==> src/rtl/alu_arbiter.sv <==
// alu_arbiter: two requesters share one registered-output ALU via round-robin grant
module alu_arbiter #(
  parameter int W = 64
) (
  input  logic         clk,
  input  logic         rst,
  input  logic         req0_valid,
  output logic         req0_ready,
  input  logic [1:0]   req0_op,
  input  logic [W-1:0] req0_a,
  input  logic [W-1:0] req0_b,
  input  logic         req1_valid,
  output logic         req1_ready,
  input  logic [1:0]   req1_op,
  input  logic [W-1:0] req1_a,
  input  logic [W-1:0] req1_b,
  output logic         rsp_valid,
  input  logic         rsp_ready,
  output logic         rsp_id,
  output logic [W-1:0] rsp_result,
  output logic [2:0]   rsp_cc
);
  typedef enum logic {EMPTY, FULL} state_t;
  state_t       r_state;
  logic         r_last;
  logic         r_id;
  logic [W-1:0] r_result;
  logic [2:0]   r_cc;
  logic         w_can, w_gnt, w_acc, w_of;
  logic [2:0]   w_op;
  logic [W-1:0] w_a, w_b, w_res;
  assign w_can = (r_state == EMPTY) || rsp_ready;
  // on a tie the requester not served last wins; otherwise whichever is valid
  assign w_gnt = (req0_valid && req1_valid) ? ~r_last : req1_valid;
  assign w_acc = !rst && w_can && (req0_valid || req1_valid);
  assign req0_ready = w_acc && !w_gnt;
  assign req1_ready = w_acc && w_gnt;
  assign w_op = {1'b0, w_gnt ? req1_op : req0_op};
  assign w_a  = w_gnt ? req1_a : req0_a;
  assign w_b  = w_gnt ? req1_b : req0_b;
  assign w_res = (w_op == 3'd0) ? w_a + w_b :
                 (w_op == 3'd1) ? w_a - w_b :
                 (w_op == 3'd2) ? w_a & w_b : w_a ^ w_b;
  assign w_of = (w_op == 3'd0) ? (w_a[W-1] == w_b[W-1]) && (w_res[W-1] != w_a[W-1]) :
                (w_op == 3'd1) ? (w_a[W-1] != w_b[W-1]) && (w_res[W-1] != w_a[W-1]) : 1'b0;
  always_ff @(posedge clk) begin
    if (rst) begin
      r_state  <= EMPTY;
      r_last   <= 1'b1;
      r_id     <= 1'b0;
      r_result <= '0;
      r_cc     <= 3'b000;
    end else if (w_acc) begin
      r_state  <= FULL;
      r_last   <= w_gnt;
      r_id     <= w_gnt;
      r_result <= w_res;
      r_cc     <= {w_res == '0, w_res[W-1], w_of};
    end else if (rsp_ready) begin
      r_state  <= EMPTY;
    end
  end
  assign rsp_valid  = (r_state == FULL);
  assign rsp_id     = r_id;
  assign rsp_result = r_result;
  assign rsp_cc     = r_cc;
endmodule

==> config.mk <==
export PLATFORM = sky130hd
export DESIGN_NAME = alu_arbiter
export DESIGN_NICKNAME = d
export VERILOG_FILES = /design/src/rtl/alu_arbiter.sv
export SDC_FILE = /design/constraint.sdc
export NUM_CORES = 1
export LEC_CHECK = 0
export BUFFER_PORTS_ARGS = -buffer_cell sky130_fd_sc_hd__buf_2
export CAP_MARGIN = 5
export CORE_MARGIN = 3
export CORE_UTILIZATION = 57
export CTS_CLUSTER_DIAMETER = 120
export CTS_CLUSTER_SIZE = 24
export DETAILED_ROUTE_END_ITERATION = 8
export PLACE_DENSITY = 0.84
export SYNTH_ARGS = -nofsm -noshare
export SYNTH_HDL_FRONTEND = slang
export SYNTH_SLANG_ARGS = --single-unit
==> constraint.sdc <==
create_clock -name clk -period 6.6 [get_ports clk]
set_input_delay 0.66 -clock clk [delete_from_list [all_inputs] [get_ports clk]]
set_output_delay 0.66 -clock clk [all_outputs]
set_load 0.1 [all_outputs]
Word-level counts from Yosys, hierarchy flattened
Cells that the tools add are included.

Register bits after elaboration: 70. Input bits: 265. Output and inout port bits: 71. Word-level logic and storage cells: 41.

$add $sub $neg: 2. Equality and inequality tests: 5. Muxes and demuxes: 11. Bitwise gates (word level): 4. Reduce and logical (&&, ||, !) cells: 14.

Operator list (number): 64-bit two-way mux (5); 64-bit adder (1); 64-bit AND (1); 64-bit logical NOT (1); 64-bit subtractor (1); 64-bit bitwise XOR (1); 1-bit logical AND (7); 1-bit two-way mux (5); 3-bit logical NOT (1); 2-bit by 1-bit equality test with 1-bit output (second input constant) (1); 2-bit equality test (second input constant) (1); 1-bit logical NOT (2); 1-bit logical OR (2); 2-bit two-way mux (1); 1-bit != test (2); 1-bit NOT (2); 2-bit nonzero test (1); 1-bit equality test (1).

Depth between registers and ports, before layout
Depth in word-level cells: 11. Depth in mapped cells: 24. Depth with buffers taken out: 20.

Least setup slack after synthesis
Ideal clock, no wire load.

Path kind: in2reg. From: in req1_valid. To: reg r_cc[2] (netlist: rsp_cc[2]). Library setup time: 0.061 ns. Arrival time: 5.175 ns. Data required time: 6.539 ns. Setup slack: 1.363 ns. Stages: 23. Path buffers: 4. Path through: a21bo_1 -> buf_6 -> buf_6 -> clkbuf_1 -> clkbuf_1 -> nand2_1 -> nand2_1 -> ha_1 -> fa_1 -> a21o_1 -> a221oi_2 -> nor4b_1 -> o31a_1 -> a211oi_1 -> o21a_1 -> o211a_1 -> mux2i_1 -> o41a_1 -> nand4_1 -> or4_1 -> nor4_2 -> nand3_1 -> nand2_1.

Longest elaborated chain between the ends: 8. Elaborated cells between the ends (all ways): 18. Classes of those cells: add/sub: 2; eq/ne: 2; mux: 7; bitwise: 2; reduce/logical: 5.

Ends and longest elaborated chain: start, declared (line 12) `input logic req1_valid,`; parallel branches: the longest is 8 deep, another holds 64-bit subtractor; end signal, assigned (line 58) `r_cc <= {w_res == '0, w_res[W-1], w_of};`; end, declared (line 28) `logic [2:0] r_cc;`.

Several ways; the timed one is not identified. A chain may end at the register's enable or synchronous reset.

Worst setup path after layout
Same ends and word-level chain as after synthesis.

==> flow_summary.html <==
<table>
<tr><th>Metric</th><th>Value</th></tr>
<tr><th colspan="2">Placement</th></tr>
<tr><td>Port bufs</td><td>335</td></tr>
<tr><td>Instance area after placement</td><td>15900 um^2</td></tr>
<tr><td>GP Congestion</td><td>1.14</td></tr>
<tr><td>Post-DP HPWL</td><td>48800 um</td></tr>
<tr><td>Worst-case setup slack after placement</td><td>0.438 ns</td></tr>
<tr><td>Placed Cells incl. Taps</td><td>2835</td></tr>
<tr><th colspan="2">Synthesis</th></tr>
<tr><td>Sequential-to-total area share from yosys stat</td><td>9.87%</td></tr>
<tr><td>Instance count of the mapped netlist</td><td>2281</td></tr>
<tr><td>Dominant cell type by area after synthesis</td><td>sky130_fd_sc_hd__nand2_1</td></tr>
<tr><td>Most frequent cells after synthesis</td><td>sky130_fd_sc_hd__nand2_1, sky130_fd_sc_hd__a21oi_1, sky130_fd_sc_hd__nor2_1</td></tr>
<tr><td>Distinct cells, synth</td><td>98</td></tr>
<tr><td>Number of flops mapped to enable cells by yosys</td><td>0</td></tr>
<tr><td>Total standard cell area after synthesis</td><td>14000 um^2</td></tr>
<tr><td>Yosys warning count</td><td>0</td></tr>
<tr><td>Main flop type after synthesis</td><td>sky130_fd_sc_hd__dfxtp_1</td></tr>
<tr><td>Top area cells in the synthesized netlist</td><td>sky130_fd_sc_hd__nand2_1, sky130_fd_sc_hd__ha_1, sky130_fd_sc_hd__dfxtp_1</td></tr>
<tr><td>Synthesized Nets</td><td>2666</td></tr>
<tr><td>Top-area cell type share of the netlist area</td><td>14.9%</td></tr>
<tr><td>Synthesized flop and latch total</td><td>69</td></tr>
<tr><td>Proportion of synthesized flip-flops having asynchronous set or reset</td><td>0%</td></tr>
<tr><td>Most repeated cell in the gate-level netlist after synthesis</td><td>sky130_fd_sc_hd__nand2_1</td></tr>
<tr><td>Average size of a mapped cell</td><td>6.14 um^2</td></tr>
<tr><th colspan="2">STA</th></tr>
<tr><td>Post-route setup TNS</td><td>0 ns</td></tr>
<tr><td>Achievable clock frequency</td><td>163 MHz</td></tr>
<tr><td>Final WS setup</td><td>0.475 ns</td></tr>
<tr><td>Tightest slew margin relative to the limit</td><td>28.0%</td></tr>
<tr><td>Total count of hold-check failures in the final report</td><td>0</td></tr>
<tr><td>Final clock period utilization by the worst path</td><td>92.8%</td></tr>
<tr><td>Fin Clk Skew</td><td>0.0186 ns</td></tr>
<tr><td>Setup repair after global routing missed its margin</td><td>false</td></tr>
<tr><td>Final setup vio count</td><td>0</td></tr>
<tr><td>Number of max-slew violations in the final report</td><td>0</td></tr>
<tr><td>Final-layout worst hold slack</td><td>0.457 ns</td></tr>
<tr><td>Slew at the pin closest to its max-slew limit</td><td>1.07 ns</td></tr>
<tr><td>Crit path time final</td><td>6.13 ns</td></tr>
<tr><th colspan="2">Finish</th></tr>
<tr><td>Relative area change from synthesis to final layout</td><td>15.9%</td></tr>
<tr><td>Final Instance Count excl. Fillers</td><td>2853</td></tr>
<tr><td>Total Nets Final</td><td>2912</td></tr>
<tr><td>Final core area utilization</td><td>68.1%</td></tr>
<tr><td>Final-layout fill cell count</td><td>2201</td></tr>
<tr><td>Ratio of cells with drive above 1 in the final layout</td><td>18.1%</td></tr>
<tr><td>Layout Cell Area excl Fill</td><td>16200 um^2</td></tr>
<tr><th colspan="2">Drt</th></tr>
<tr><td>Drt first-iter violations</td><td>2745</td></tr>
<tr><td>Number of antenna-violating nets in the routed design</td><td>0</td></tr>
<tr><td>DRC violations left</td><td>0</td></tr>
<tr><td>Detailed-router iteration count before antenna repair</td><td>8</td></tr>
<tr><td>Drt via density</td><td>6.78</td></tr>
<tr><td>DRT Wirelength</td><td>63000 um</td></tr>
<tr><td>Count of vias placed by the detailed router</td><td>19300</td></tr>
<tr><td>Detailed-route wire length per cell</td><td>22.1 um</td></tr>
<tr><th colspan="2">Power</th></tr>
<tr><td>Maximum ir drop on the vdd rail</td><td>0.221 mV</td></tr>
<tr><td>PnR Total Power</td><td>4.06 mW</td></tr>
<tr><td>Internal</td><td>1.64 mW</td></tr>
<tr><td>Lkg Pwr</td><td>7.77 nW</td></tr>
<tr><td>Clock share of power</td><td>13.5%</td></tr>
<tr><td>Switching power</td><td>2.42 mW</td></tr>
<tr><td>Share of total power in combinational logic</td><td>73.3%</td></tr>
<tr><td>Power density of the placed cells</td><td>250 nW/um^2</td></tr>
<tr><td>Net Sw Frac</td><td>59.5%</td></tr>
<tr><td>Seq pwr share</td><td>13.2%</td></tr>
<tr><th colspan="2">Critical path</th></tr>
<tr><td>Max FO, Critical Path</td><td>70</td></tr>
<tr><td>R2R Path End</td><td>rsp_cc[2]</td></tr>
<tr><td>Worst flop-to-flop path startpoint</td><td>r_last</td></tr>
<tr><td>Internal reg-to-reg setup slack</td><td>0.55 ns</td></tr>
<tr><td>Required arrival time at the worst endpoint</td><td>6.92 ns</td></tr>
<tr><td>Depth of the most critical reg-to-reg path</td><td>19</td></tr>
<tr><td>Type of the worst setup path</td><td>in -&gt; reg</td></tr>
<tr><td>Arrival time worst endpoint</td><td>6.45 ns</td></tr>
<tr><td>Kind of start point of the critical path</td><td>input pin</td></tr>
<tr><td>Kind of end point of the critical path</td><td>flip-flop</td></tr>
<tr><th colspan="2">Floorplan</th></tr>
<tr><td>Die width</td><td>163 um</td></tr>
<tr><td>Height of the chip</td><td>163 um</td></tr>
<tr><td>Total number of placement rows</td><td>56</td></tr>
<tr><td>Boundary pin count</td><td>336</td></tr>
<tr><td>Die Footprint</td><td>26500 um^2</td></tr>
<tr><td>Initial core utilization</td><td>58.7%</td></tr>
<tr><td>Total core area</td><td>23800 um^2</td></tr>
<tr><th colspan="2">GRT</th></tr>
<tr><td>First-pass GRT wire length</td><td>94800 um</td></tr>
<tr><td>Largest net degree at the start of global routing</td><td>81</td></tr>
<tr><td>Via count of the first global-routing pass</td><td>17500</td></tr>
<tr><td>Remaining global-route overflow</td><td>0</td></tr>
<tr><td>GRT Util Overall</td><td>44.6%</td></tr>
<tr><td>Antenna violations before repair</td><td>1</td></tr>
<tr><th colspan="2">Min path</th></tr>
<tr><td>Cell depth of the worst hold path</td><td>2</td></tr>
<tr><td>Startpoint of the most critical hold path</td><td>rsp_result[51]</td></tr>
<tr><td>End of the worst hold path</td><td>rsp_result[51]</td></tr>
<tr><td>Worst min-delay path category</td><td>reg -&gt; reg</td></tr>
<tr><th colspan="2">Clock tree</th></tr>
<tr><td>Count of H-tree levels built during CTS</td><td>3</td></tr>
<tr><td>Clock Pin Slew Worst Setup and Hold Paths</td><td>0.09 ns</td></tr>
<tr><td>Clock root buffer master</td><td>sky130_fd_sc_hd__clkbuf_16</td></tr>
<tr><td>TritonCTS Buffers</td><td>9</td></tr>
<tr><td>Clock latency of the later-clocked register in the worst-skew pair</td><td>0.37 ns</td></tr>
<tr><td>Count of instances resized after the clock tree is built</td><td>0</td></tr>
<tr><td>CTS tree</td><td>yes</td></tr>
<tr><td>Clock sinks</td><td>69</td></tr>
<tr><td>Number of buffers on the longest clock path</td><td>2</td></tr>
<tr><td># Post-CTS Setup Buffers</td><td>0</td></tr>
<tr><td>Quantity of hold-fixing buffers added after cts</td><td>0</td></tr>
<tr><th colspan="2">Outcome</th></tr>
<tr><td>Status</td><td>finished, final reports clean</td></tr>
<tr><th colspan="2">Job</th></tr>
<tr><td># Max-Cap Violations</td><td>0</td></tr>
</table>
[power by group through the flow]
stage	Combinational, mW	Clock (mW)	Sequential [mW]
final	2.97	0.550	0.536
after global routing	3.12	0.561	0.542
after CTS	2.85	0.544	0.533
after detailed placement	2.84	0	0.542
after global placement	2.81	0	0.537
after floorplan	1.53	0	1.08
[worst max-delay path, cell delays in order]
cell and delay (ns):
sky130_fd_sc_hd__buf_2 0.12, sky130_fd_sc_hd__a21boi_4 0.52, sky130_fd_sc_hd__buf_12 0.34, sky130_fd_sc_hd__nand2_1 0.10
sky130_fd_sc_hd__nand2_1 0.10, sky130_fd_sc_hd__ha_1 0.44, sky130_fd_sc_hd__a21oi_1 0.36, sky130_fd_sc_hd__o21ai_0 0.19
sky130_fd_sc_hd__a2111o_1 0.48, sky130_fd_sc_hd__o31a_1 0.34, sky130_fd_sc_hd__a211oi_1 0.62, sky130_fd_sc_hd__o21a_1 0.31
sky130_fd_sc_hd__o211a_1 0.22, sky130_fd_sc_hd__mux2i_1 0.21, sky130_fd_sc_hd__o41a_1 0.17, sky130_fd_sc_hd__nand4_1 0.17
sky130_fd_sc_hd__or4_1 0.58, sky130_fd_sc_hd__nor4_2 0.28, sky130_fd_sc_hd__nand3_1 0.12, sky130_fd_sc_hd__nand2_1 0.07
[metal layers]
layer  vias to the layer above  routed length (um)  GRT usage [%]
met5                         -                  13              0
met1                      8686               23300           54.3
met4                         2                4690           28.0
met2                      1586               26400           68.2
met3                       385                8620           13.7
li1                       8685                   -              -
[layout by cell type, fill, tap and decap left out, types with 11 or more instances in the layout]
cell type and count:
sky130_fd_sc_hd__nand4_1 33, sky130_fd_sc_hd__a21o_1 26, sky130_fd_sc_hd__a221oi_1 12, sky130_fd_sc_hd__xnor2_1 25
sky130_fd_sc_hd__nand2b_1 21, sky130_fd_sc_hd__and3_1 14, sky130_fd_sc_hd__o21bai_1 19, sky130_fd_sc_hd__or3_1 22
sky130_fd_sc_hd__nor3_1 60, sky130_fd_sc_hd__o21ai_0 148, sky130_fd_sc_hd__inv_1 108, sky130_fd_sc_hd__nand3_1 106
sky130_fd_sc_hd__ha_1 118, sky130_fd_sc_hd__o311ai_0 11, sky130_fd_sc_hd__nor2b_1 40, sky130_fd_sc_hd__nor4_1 28
sky130_fd_sc_hd__buf_4 48, sky130_fd_sc_hd__o21a_1 14, sky130_fd_sc_hd__buf_2 335, sky130_fd_sc_hd__a211oi_1 38
sky130_fd_sc_hd__o41ai_1 11, sky130_fd_sc_hd__nand2_1 553, sky130_fd_sc_hd__nor2_1 165, sky130_fd_sc_hd__o31ai_1 22
sky130_fd_sc_hd__o211ai_1 25, sky130_fd_sc_hd__a21oi_1 177, sky130_fd_sc_hd__a31oi_1 17, sky130_fd_sc_hd__mux2i_1 17
sky130_fd_sc_hd__and2_1 11, sky130_fd_sc_hd__dfxtp_1 69
[layout make-up]
| type | count | area, um^2 | share of cell area (%) |
|---|---|---|---|
| diodes | 2 | 5.00 | 0.0309 |
| clock inverters | 6 | 70.1 | 0.432 |
| repair buffers | 386 | 2100 | 12.9 |
| well taps | 319 | 399 | 2.46 |
| clock buffers | 10 | 239 | 1.47 |
| flip-flops and latches | 69 | 1380 | 8.52 |
| inverters | 111 | 417 | 2.57 |
| multi-input cells | 1950 | 11600 | 71.6 |
[worst max path at each step]
| stage | start | endpoint | slack [ns] |
|---|---|---|---|
| 2_1_floorplan | req1_valid | rsp_cc[2] | 1.36 |
| 3_3_place_gp | req0_valid | rsp_cc[2] | 0.55 |
| 3_5_place_dp | req1_valid | rsp_cc[2] | 0.44 |
| 4_1_cts | req1_valid | rsp_cc[2] | 0.74 |
| 5_1_grt | req1_valid | rsp_cc[2] | 0.19 |
| 6_report | req1_valid | rsp_cc[2] | 0.47 |
[flip-flops by register name (all words and copies together), names as in the netlist]
register / flops
rsp_result: 63
rsp_cc: 3
r_last: 1
rsp_id: 1
rsp_valid: 1
[logic make-up after synthesis]
logic type | after synthesis | synth area share, %
buf+inv | 262 | 7.51
flops | 69 | 9.87
xor+xnor | 33 | 2.07
mux | 26 | 2.17
fa+ha+maj | 120 | 10.8
simple gates | 1103 | 35.5
compound gates | 668 | 32.0
No activity file was read; power rests on OpenSTA's default activity.
